$ cat config.mk
export PLATFORM = sky130hd
export DESIGN_NAME = imem_access_arbiter
export DESIGN_NICKNAME = d
export VERILOG_FILES = /design/src/rtl/imem_access_arbiter.sv
export SDC_FILE = /design/constraint.sdc
export NUM_CORES = 1
export LEC_CHECK = 0
export CAP_MARGIN = 20
export CORE_AREA = 4 4 93 95
export DETAILED_ROUTE_END_ITERATION = 6
export DIE_AREA = 0 0 97 99
export PLACE_DENSITY = 0.67
export SLEW_MARGIN = 20
export SYNTH_ARGS = -nofsm -noshare
export SYNTH_HDL_FRONTEND = slang
export SYNTH_SLANG_ARGS = --single-unit
$ cat constraint.sdc
create_clock -name clk -period 3.2 [get_ports clk]
set_clock_uncertainty 0.2 [all_clocks]
set_input_delay 0.64 -clock clk [delete_from_list [all_inputs] [get_ports clk]]
set_output_delay 0.64 -clock clk [all_outputs]
set_load 0.1 [all_outputs]
$ cat src/rtl/imem_access_arbiter.sv
// imem_access_arbiter: round-robin fetch/loader access to a single-port sync-read IMEM.
// Define IMEM_BOOT_HOLD_EN to add ld_done and hold fetch off until the program is loaded.
module imem_access_arbiter #(
  parameter int DATA_WIDTH = 32,
  parameter int MEMORY_DEPTH = 128,
  parameter int ADDR_WIDTH = 7,
  parameter logic [DATA_WIDTH-1:0] TEXT_BASE = 32'h0040_0000
) (
  input  logic                  clk,
  input  logic                  reset,
  input  logic                  if_req,
  input  logic [DATA_WIDTH-1:0] if_addr,
  output logic                  if_gnt,
  output logic                  if_rvalid,
  output logic [DATA_WIDTH-1:0] if_rdata,
  output logic                  if_err,
`ifdef IMEM_BOOT_HOLD_EN
  input  logic                  ld_done,
`endif
  input  logic                  ld_req,
  input  logic                  ld_we,
  input  logic [DATA_WIDTH-1:0] ld_addr,
  input  logic [DATA_WIDTH-1:0] ld_wdata,
  output logic                  ld_gnt,
  output logic                  ld_rvalid,
  output logic [DATA_WIDTH-1:0] ld_rdata,
  output logic                  ld_err,
  output logic                  mem_en,
  output logic                  mem_we,
  output logic [ADDR_WIDTH-1:0] mem_addr,
  output logic [DATA_WIDTH-1:0] mem_wdata,
  input  logic [DATA_WIDTH-1:0] mem_rdata
);
  logic                  run, gnt_if, gnt_ld, fault;
  logic                  ptr_q, ptr_d;
  logic [DATA_WIDTH-1:0] addr, off;
  logic                  v_q, own_q, err_q, wr_q;
  // ptr_q set means fetch was granted last, so loader wins the next contention
  always_comb begin
    gnt_if = reset & run & if_req & ~(ld_req & ptr_q);
    gnt_ld = reset & ld_req & ~gnt_if;
    addr = gnt_if ? if_addr : ld_addr;
    off = addr - TEXT_BASE;
    fault = (addr < TEXT_BASE) | (off[1:0] != 2'b00) |
            ({2'b00, off[DATA_WIDTH-1:2]} >= DATA_WIDTH'(MEMORY_DEPTH));
    ptr_d = gnt_if ? 1'b1 : gnt_ld ? 1'b0 : ptr_q;
  end
  assign if_gnt = gnt_if;
  assign ld_gnt = gnt_ld;
  assign mem_en = (gnt_if | gnt_ld) & ~fault;
  assign mem_we = gnt_ld & ld_we & ~fault;
  assign mem_addr = mem_en ? off[ADDR_WIDTH+1:2] : '0;
  assign mem_wdata = mem_we ? ld_wdata : '0;
  always_ff @(posedge clk) begin
    if (!reset) begin
      ptr_q <= 1'b0;
      v_q <= 1'b0;
      own_q <= 1'b0;
      err_q <= 1'b0;
      wr_q <= 1'b0;
    end else begin
      ptr_q <= ptr_d;
      v_q <= gnt_if | gnt_ld;
      own_q <= gnt_ld;
      err_q <= fault;
      wr_q <= gnt_ld & ld_we;
    end
  end
  // gating with reset drops a response that was in flight when reset hit
  assign if_rvalid = reset & v_q & ~own_q;
  assign if_err = if_rvalid & err_q;
  assign if_rdata = (if_rvalid & ~err_q) ? mem_rdata : '0;
  assign ld_rvalid = reset & v_q & own_q;
  assign ld_err = ld_rvalid & err_q;
  assign ld_rdata = (ld_rvalid & ~err_q & ~wr_q) ? mem_rdata : '0;
`ifdef IMEM_BOOT_HOLD_EN
  typedef enum logic {BOOT, RUN} state_t;
  state_t state_q, state_d;
  always_ff @(posedge clk) begin
    state_q <= !reset ? BOOT : state_d;
  end
  always_comb begin
    state_d = (state_q == BOOT && ld_done && !gnt_ld) ? RUN : state_q;
  end
  assign run = (state_q == RUN);
`else
  assign run = 1'b1;
`endif
endmodule

# After elaboration in Yosys (flattened, before gate mapping)
# Cells that the tools add are included.
[totals] register_bits=5 input_bits=133 output_inout_bits=111 elab_cells=42
[classes] addsub=1 n_lt_le_gt_ge=2 n_mux=7 bitwise=25 n_reduce_logical=2
[ops] op="32-bit 2-to-1 mux" count=4
[ops] op="32-bit by 23-bit less-than comparator with 1-bit output, second input constant" count=1
[ops] op="32-bit by 23-bit subtractor with 32-bit output, second input constant" count=1
[ops] op="30-bit by 8-bit greater-or-equal comparator with 1-bit output, second input constant" count=1
[ops] op="1-bit AND" count=16
[ops] op="7-bit 2-to-1 mux" count=1
[ops] op="1-bit inverter" count=6
[ops] op="2-bit nonzero test" count=2
[ops] op="1-bit bitwise OR" count=3
[ops] op="1-bit 2-to-1 mux" count=2

# Longest topological paths before layout
# Gate-level depths: netlist of the first run.
[depth] depth_word=11 mapped_depth=6 mapped_depth_nobuf=5

# Least setup slack after synthesis of the first run
# Ideal clock, no wire load.
[synth_timing] kind="input-to-output" startpoint="input port reset" endpoint="output port mem_addr[0]" arrival_time_ns=6.806 path_slack_ns=-4.446 path_stages=5 n_path_buf=1 cell_sequence="buf_2 > nand3_2 > clkinv_1 > mux2i_1 > a2111oi_0"
[synth_between] elab_chain_len=10 word_cells_on_any_way=16 classes_between="1 x add/sub; 2 x order compare; 2 x mux; 10 x bitwise; 1 x reduce/logical"
[synth_lines] item="from (decl)" line="10" source="input logic reset,"
[synth_lines] item="1-bit AND (*) (2 in a row)" line="40" source="gnt_if = reset & run & if_req & ~(ld_req & ptr_q);"
[synth_lines] item="named net if_gnt" line="13" source="output logic if_gnt,"
[synth_lines] item="branches (longest 7 deep; another with 32-bit by 23-bit subtractor with 32-bit output)"
[synth_lines] item="7-bit 2-to-1 mux (*)" line="52" source="assign mem_addr = mem_en ? off[ADDR_WIDTH+1:2] : '0;"
[synth_lines] item="to (decl)" line="30" source="output logic [ADDR_WIDTH-1:0] mem_addr,"
# Mark *: on every way through the listed nets, which the timed path passes.

# Worst setup path in the final report of the first run
[layout_timing] startpoint="input port if_addr[10]" endpoint="output port mem_we"
[layout_between] elab_chain_len=6 word_cells_on_any_way=8 classes_between="1 x add/sub; 2 x order compare; 1 x mux; 4 x bitwise"
[layout_lines] item="from (decl)" line="12" source="input logic [DATA_WIDTH-1:0] if_addr,"
[layout_lines] item="32-bit 2-to-1 mux (*)" line="42" source="addr = gnt_if ? if_addr : ld_addr;"
[layout_lines] item="32-bit by 23-bit subtractor with 32-bit output or 32-bit by 23-bit less-than comparator with 1-bit output (tied branches)" line="43, 44"
[layout_lines] item="30-bit by 8-bit greater-or-equal comparator with 1-bit output or 1-bit bitwise OR (tied branches)" line="45, 44"
[layout_lines] item="1-bit bitwise OR (*)" line="44" source="fault = (addr < TEXT_BASE) | (off[1:0] != 2'b00) |"
[layout_lines] item="1-bit inverter (*)" line="51" source="assign mem_we = gnt_ld & ld_we & ~fault;"
[layout_lines] item="1-bit AND (*)" line="51"
[layout_lines] item="to (decl)" line="29" source="output logic mem_we,"
# Mark *: on every way between the ends. The rest lies on a longest branch, timed or not.

==> results of run 1 <==
worst max path at each step:
stage	startpoint	endpoint	slack, ns	cells past startpoint
floorplan	if_addr[13]	mem_addr[1]	-0.58	5
global placement	if_addr[13]	mem_addr[4]	-0.43	7
detailed placement	if_addr[13]	mem_addr[1]	-0.45	7
CTS	if_addr[14]	mem_we	-0.08	8
global route	if_addr[12]	mem_we	-0.11	8
finish	if_addr[10]	mem_we	-0.05	8
final cells by class:
class                           instances  area (sq um)  area share
Clock buffer                            4          45.0     0.00769
Inverter                                2          12.5     0.00213
Sequential cell                         5           100      0.0171
Timing Repair Buffer                  268          3780       0.646
Tap cell                              102           128      0.0218
Multi-Input combinational cell        187          1790       0.306
cells in the mapped netlist, drive strengths merged:
library cell	count
nor2	1
dfxtp	5
clkbuf	15
nand2	48
nand2b	2
nor4	6
nand4	2
clkinv	1
buf	4
inv	1
o21a	1
a21boi	1
or4	4
o21ai	1
and2	66
nor3	36
mux2i	1
nor3b	2
nor4b	2
a2111oi	7
and3	3
and4	1
mux2	1
nand3	1
registers in the layout (all words and copies together), names as in the netlist:
signal  flops
err_q       1
own_q       1
ptr_q       1
v_q         1
wr_q        1
worst reg2reg max path, stage by stage (launching register included):
cell and delay [ns]:
dfxtp_1 0.32, nand2_2 0.08, nand3_4 0.09, buf_6 0.14
clkinv_4 0.05, mux2i_4 0.34, buf_12 0.19, buf_12 0.17
o21a_1 0.13
through the flow:
step / setup WS, ns / total power [W] / util / std cells
finish: -0.0487 / 0.000590 / 0.758 / 568
global route: -0.110 / 0.000618 / 0.758 / 568
CTS: -0.0850 / 0.000597 / 0.761 / 568
detailed placement: -0.454 / 0.000487 / 0.747 / 562
global placement: -0.434 / 0.000481 / 0.747 / 562
floorplan: -0.585 / 0.000229 / - / 212
kinds of logic after synthesis:
| family | count (synthesis) | share of synthesized area |
|---|---|---|
| and+or+nand+nor | 174 | 0.738 |
| DFF | 5 | 0.0781 |
| buffers and inverters | 21 | 0.0702 |
| muxes | 2 | 0.0166 |
| AOI/OAI and AO/OA | 10 | 0.0976 |
cell usage in the layout (no fill, tap or decap), drive strengths merged, types with 5 or more instances in the layout:
cell             n
buf            144
clkdlybuf4s50   83
and2            66
nand2           48
nor3            36
dlygate4sd2     20
clkdlybuf4s15   16
clkbuf           9
a2111oi          7
nor4             6
dfxtp            5
where the power goes:
part           internal, W  switching [W]
clock            0.0000853      0.0000291
sequential       0.0000663     0.00000293
combinational     0.000208       0.000199
layer usage:
| metal | GRT usage | vias up | wire [um] |
|---|---|---|---|
| met4 | 0.0302 | 0 | 117 |
| met3 | 0.0481 | 8 | 653 |
| met1 | 0.227 | 1176 | 3440 |
| met5 | 0 | - | 0 |
| li1 | - | 1242 | - |
| met2 | 0.404 | 110 | 5770 |
repair_timing:
item	CTS	global route
pin swaps	25	8
hold buffers	0	0
resized for setup	107	8
endpoints found under the setup margin	41	41
gates cloned	1	0
setup buffers	1	0
==> run metrics, run 1 <==
outcome finished, violations left; violated checks setup timing; Core Footprint 0.00773 sq mm; vias in the first global route 2755; total power divided by cell area 101 mW/mm^2; worst-case hold slack 0.306 ns; maximum number of pins on one net before global-route repair 33; number of max-cap violations 0; Port Buffers 243; critical register-to-register path endpoint err_q; clock sinks 5; cell leakage power 2.65 nW; vertical die dimension about 99 um; Peak supply drop 0.135 mV; required time at the endpoint of the critical path between 2 and 2.5 ns; unrepaired setup endpoints after global routing yes; starting density of the core 0.166; Gate Count Post-Synth 212; setup tns final -0.481 ns; Critical-path top delay cell or4_4; Yosys warnings 0; Total Die Area 0.00960 sq mm; first drt pass iteration count 4; Routed Antenna Nets 0; flop-to-flop setup slack 1.43 ns; antenna violations before repair 0; top cells by area, synth and2_1 32%, nor3_1 14%, nand2_1 14%, dfxtp_1 7.8%, a2111oi_2 4.7%; maximum clock frequency around 310 MHz; Final Slew Violations 0; portion of the post-synthesis area used by sequential elements 0.0780; root buffer cell clkbuf_8; global-route wire length before repair between 15000 and 20000 um; Post-route DRC 0; final period demand of the worst path approximately 3.2 ns; clock tree from TritonCTS done; delay contributed by the slowest stage of the critical path around 0.51 ns; Most common cell on crit path buf_12; grt ovf 0; layout overhead on the synthesized area 357%; maximum fanout along the worst path 7; hold crit path type flop to flop; Hold Crit Endpoint ptr_q; First DRT Iteration DRCs 37; area leader, netlist and2_1; net count of the mapped netlist 345; number of buffers on the longest clock path 2; total number of vias 2536; layout filler cell count 529; kind of start point of the critical path primary input; sum of net half-perimeters after detailed placement between 8000 and 9000 um; placement-stage cell area 0.00577 sq mm; data arrival time at the worst-slack endpoint approximately 2.4 ns; Cell Area, Synth 0.00128 sq mm; hold_sp ptr_q; clock slew seen by the registers of the worst setup and hold paths roughly 0.030 ns; placement row count 32; cell depth of the worst min-delay path 2; DR vias/cell between 4 and 5; series of cell instances along the critical path buf_2 > or4_4 > nor4_4 > mux2i_4 > buf_12 > buf_8 > nor3b_4 > buf_12; DRT Wirelength 9980 um; I/O Pins 244; Clock Latency Late Sink about 0.22 ns; # H-tree levels 1; worst-margin pin slew around 0.35 ns; fraction of layout instances using a drive strength above 1 0.539; Wirelength per Cell about 18 um; Num CTS Buffers 3; worst r2r path cells 8; final setup fails 31; start of the worst register-to-register path ptr_q; flop and latch count out of synthesis 5; die span in x 97 um; Design Area, Final 0.00586 sq mm; buffers plus inverters on the worst setup path 4; top-area cell type share of the netlist area 0.322; Period Utilization, post-route 1.02; critical path endpoint category output port; final setup slack of the worst path -0.0487 ns; final RePlAce weighted congestion 0.745; final hold vios 0; number of library cell types mapped by synthesis 28; critical path type primary input to output port; category of cells accounting for the largest share of critical-path delay simple AND/OR/NAND/NOR gates; number of inserted diodes 0; GRT Util Overall 0.205; number of nets at the end of the flow 600; Avg Cell Area, Syn a little over 6 sq um; remaining max-slew budget at the tightest pin 0.768
(Power assumes the default switching activity.)
==> inputs of run 2 (changes only) <==
--- a/config.mk
+++ b/config.mk
@@ -5,11 +5,11 @@
 export SDC_FILE = /design/constraint.sdc
 export NUM_CORES = 1
 export LEC_CHECK = 0
-export CAP_MARGIN = 20
+export ABC_AREA = 1
 export CORE_AREA = 4 4 93 95
 export DETAILED_ROUTE_END_ITERATION = 6
 export DIE_AREA = 0 0 97 99
-export PLACE_DENSITY = 0.67
+export PLACE_DENSITY = 0.69
 export SLEW_MARGIN = 20
 export SYNTH_ARGS = -nofsm -noshare
 export SYNTH_HDL_FRONTEND = slang
==> run 2 against run 1 <==
  * The run now ends clean
  * First-iteration DRC count grew 14%
  * Final cell count rose by 18%
  * Hold slack gained 0.066 ns
  * Fmax grew 4.9%
  * Total power rose by 23%
  * Utilization rose by 4.9 points
  * Sequential share of layout area shrank 0.10 points
  * Cell area grew 6.5%
  * Sequential cell count stayed put
  * Non-clock buffer count increased by 2
  * Wire length increased by 3.5%
  * Critical path type unchanged
  * Critical endpoint is now mem_wdata[17]
  * Largest power group unchanged
==> run metrics, run 2 <==
outcome complete, no violations; Gate Count Post-Synth 304; fraction of the mapped netlist area in compound gates 0; Cell Area, Synth 0.00141 sq mm; flop and latch count out of synthesis 5; Period Utilization, post-route 0.968; top cells by area, synth nor2_1 26%, inv_1 21%, nand2_1 15%, nor2_2 13%, dfxtp_1 7.1%; final setup slack of the worst path just over 0.1 ns; top-area cell type share of the netlist area 0.255; highest-count cells in the layout ignoring fill and taps 118 x buf_12, 107 x nor2_4, 106 x clkdlybuf4s50_1; remaining max-slew budget at the tightest pin 0.747; area leader, netlist nor2_1; GRT Util Overall 0.206; fraction of layout instances using a drive strength above 1 0.488; Wirelength per Cell ~15 um; critical path endpoint category output port; placement row count 32; number of enable-type register cells in the synthesized netlist 0; Core Footprint ~0.0077 sq mm; commonest non-fill, non-tap cell in the layout buf_12; start of the worst register-to-register path ptr_q; Post-synth ARST share 0; hold crit path type flop to flop; leading cell type by number of instances after synthesis nor2_1; number of library cell types mapped by synthesis 17; total power draw 0.000729 W; share of the core filled with cells 0.807; total number of vias 2822; number of inserted diodes 0; DR vias/cell 4.21; final RePlAce weighted congestion 0.824; Total Die Area 0.00960 sq mm; Num CTS Buffers 3; sum of net half-perimeters after detailed placement between 9000 and 10000 um; grt ovf 0; adder-cell share of the synthesized area 0; Port Buffers about 240; timing startpoint of the critical path if_addr[30]; most used standard cells in the synthesized netlist 96 x nor2_1, 79 x inv_1, 57 x nand2_1, 30 x nor2_2, 8 x nand3_1; number of max-cap violations 0; Post-route DRC 0; multiplexer share of the synthesized area 0; Peak supply drop 0.0838 mV; vias in the first global route 3152; maximum fanout along the worst path 5; First DRT Iteration DRCs between 40 and 50; first drt pass iteration count 4; kind of start point of the critical path primary input; Post-Synth Simple-Gate Area 0.662; number of cells in the finished layout apart from fillers 670; # H-tree levels 1; layout overhead on the synthesized area 342%; vertical die dimension 99 um; Placed Cells 654; maximum clock frequency 323 MHz; final period demand of the worst path 3.10 ns; layout filler cell count 468; clock slew seen by the registers of the worst setup and hold paths 0.04 ns; area of combinational cells with multiple inputs 0.00175 sq mm; I/O Pins ~240; number of buffers on the longest clock path 2; Clock Latency Late Sink around 0.22 ns; Routed Antenna Nets 0; hold_sp ptr_q; required time at the endpoint of the critical path 2.36 ns; final hold vios 0; Yosys warnings 0; largest family of logic cells by synthesized area simple AND/OR/NAND/NOR gates; worst-margin pin slew 0.376 ns; worst slack, placed -0.229 ns; final setup fails 0; cell leakage power approximately 2.8 nW; portion of the post-synthesis area used by sequential elements 0.0709; setup tns final 0 ns; critical path type primary input to output port; clock tree from TritonCTS done; clock sinks 5; number of nets at the end of the flow 702; data arrival time at the worst-slack endpoint 2.26 ns; most used flip-flop cell after synthesis dfxtp_1; global-route wire length before repair between 15000 and 20000 um; hold-fix buffers at CTS 0; DRT Wirelength roughly 10000 um; net count of the mapped netlist approximately 440; die span in x 97 um; Final Slew Violations 0; flip-flop and latch area about 100 sq um; total power divided by cell area 117 mW/mm^2; Avg Cell Area, Syn 4.64 sq um; starting density of the core 0.183; root buffer cell clkbuf_8; fraction of synthesized cell area in xor and xnor cells 0; antenna violations before repair 0; maximum number of pins on one net before global-route repair 20
-- run 2: cell count changes in the layout (fill, tap and decap cells not counted), moves of 7 or more --
cell             delta
nor2_1             +20
dlymetal6s2s_1     +15
clkdlybuf4s15_1    -16
clkdlybuf4s50_1    +23
a2111oi_4           -7
and2_4             -16
nor2_4            +107
inv_1              +76
and2_2             -17
and2_1             -33
nor3_4             -31
dlygate4sd2_1      -12
-- run 2: cells by family (layout without fill, tap and decap cells) --
logic type	Yosys count	after routing
buffers and inverters	92	355
DFF	5	5
and+or+nand+nor	207	208
-- run 2: through the flow --
step	area (sq um)	hold slack, ns
5_1_grt	6240	0.430
3_5_place_dp	5990	0.364
6_report	6240	0.371
4_1_cts	6180	0.369
2_1_floorplan	2280	0.347
3_3_place_gp	5990	0.386
-- run 2: cell type report --
cell class,instances,share of cell area
Clock buffer,4,0.00722
Inverter,81,0.0501
Multi-Input combinational cell,208,0.280
Sequential cell,5,0.0160
Tap cell,102,0.0205
Timing Repair Buffer,270,0.626
-- run 2: final timing paths --
check                  end  slack [ns]  cells after the start
min                  ptr_q        0.37                      2
max reg2reg          err_q        1.50                     11
max          mem_wdata[17]        0.10                     11
min reg2reg          ptr_q        0.37                      2
-- run 2: what timing repair did --
action	in CTS	in global routing
setup buffers	5	4
resized for setup	23	27
setup endpoints to repair	41	41
gates cloned	4	0
pin swaps	20	27
hold endpoints to repair	0	0
-- run 2: power breakdown --
| part | internal [W] | switching (W) | total (W) |
|---|---|---|---|
| clock network | 0.0000857 | 0.0000332 | 0.000119 |
| registers | 0.0000666 | 0.00000346 | 0.0000701 |
| logic | 0.000248 | 0.000291 | 0.000540 |
-- run 2: worst max-delay path, stage by stage --
cell             delay, ns
clkdlybuf4s50_1       0.41
nand3_1               0.10
nand2_1               0.06
nor2_1                0.12
nand2_2               0.08
nor2_4                0.13
nand3_4               0.12
buf_6                 0.16
buf_12                0.14
nor2_4                0.13
buf_12                0.18
-- run 2: per-layer routing --
layer	routed length, um	vias up	GRT usage
met2	5880	172	0.415
met4	288	0	0.0626
met1	3320	1253	0.203
li1	-	1373	-
met3	849	24	0.0545
met5	0	-	0
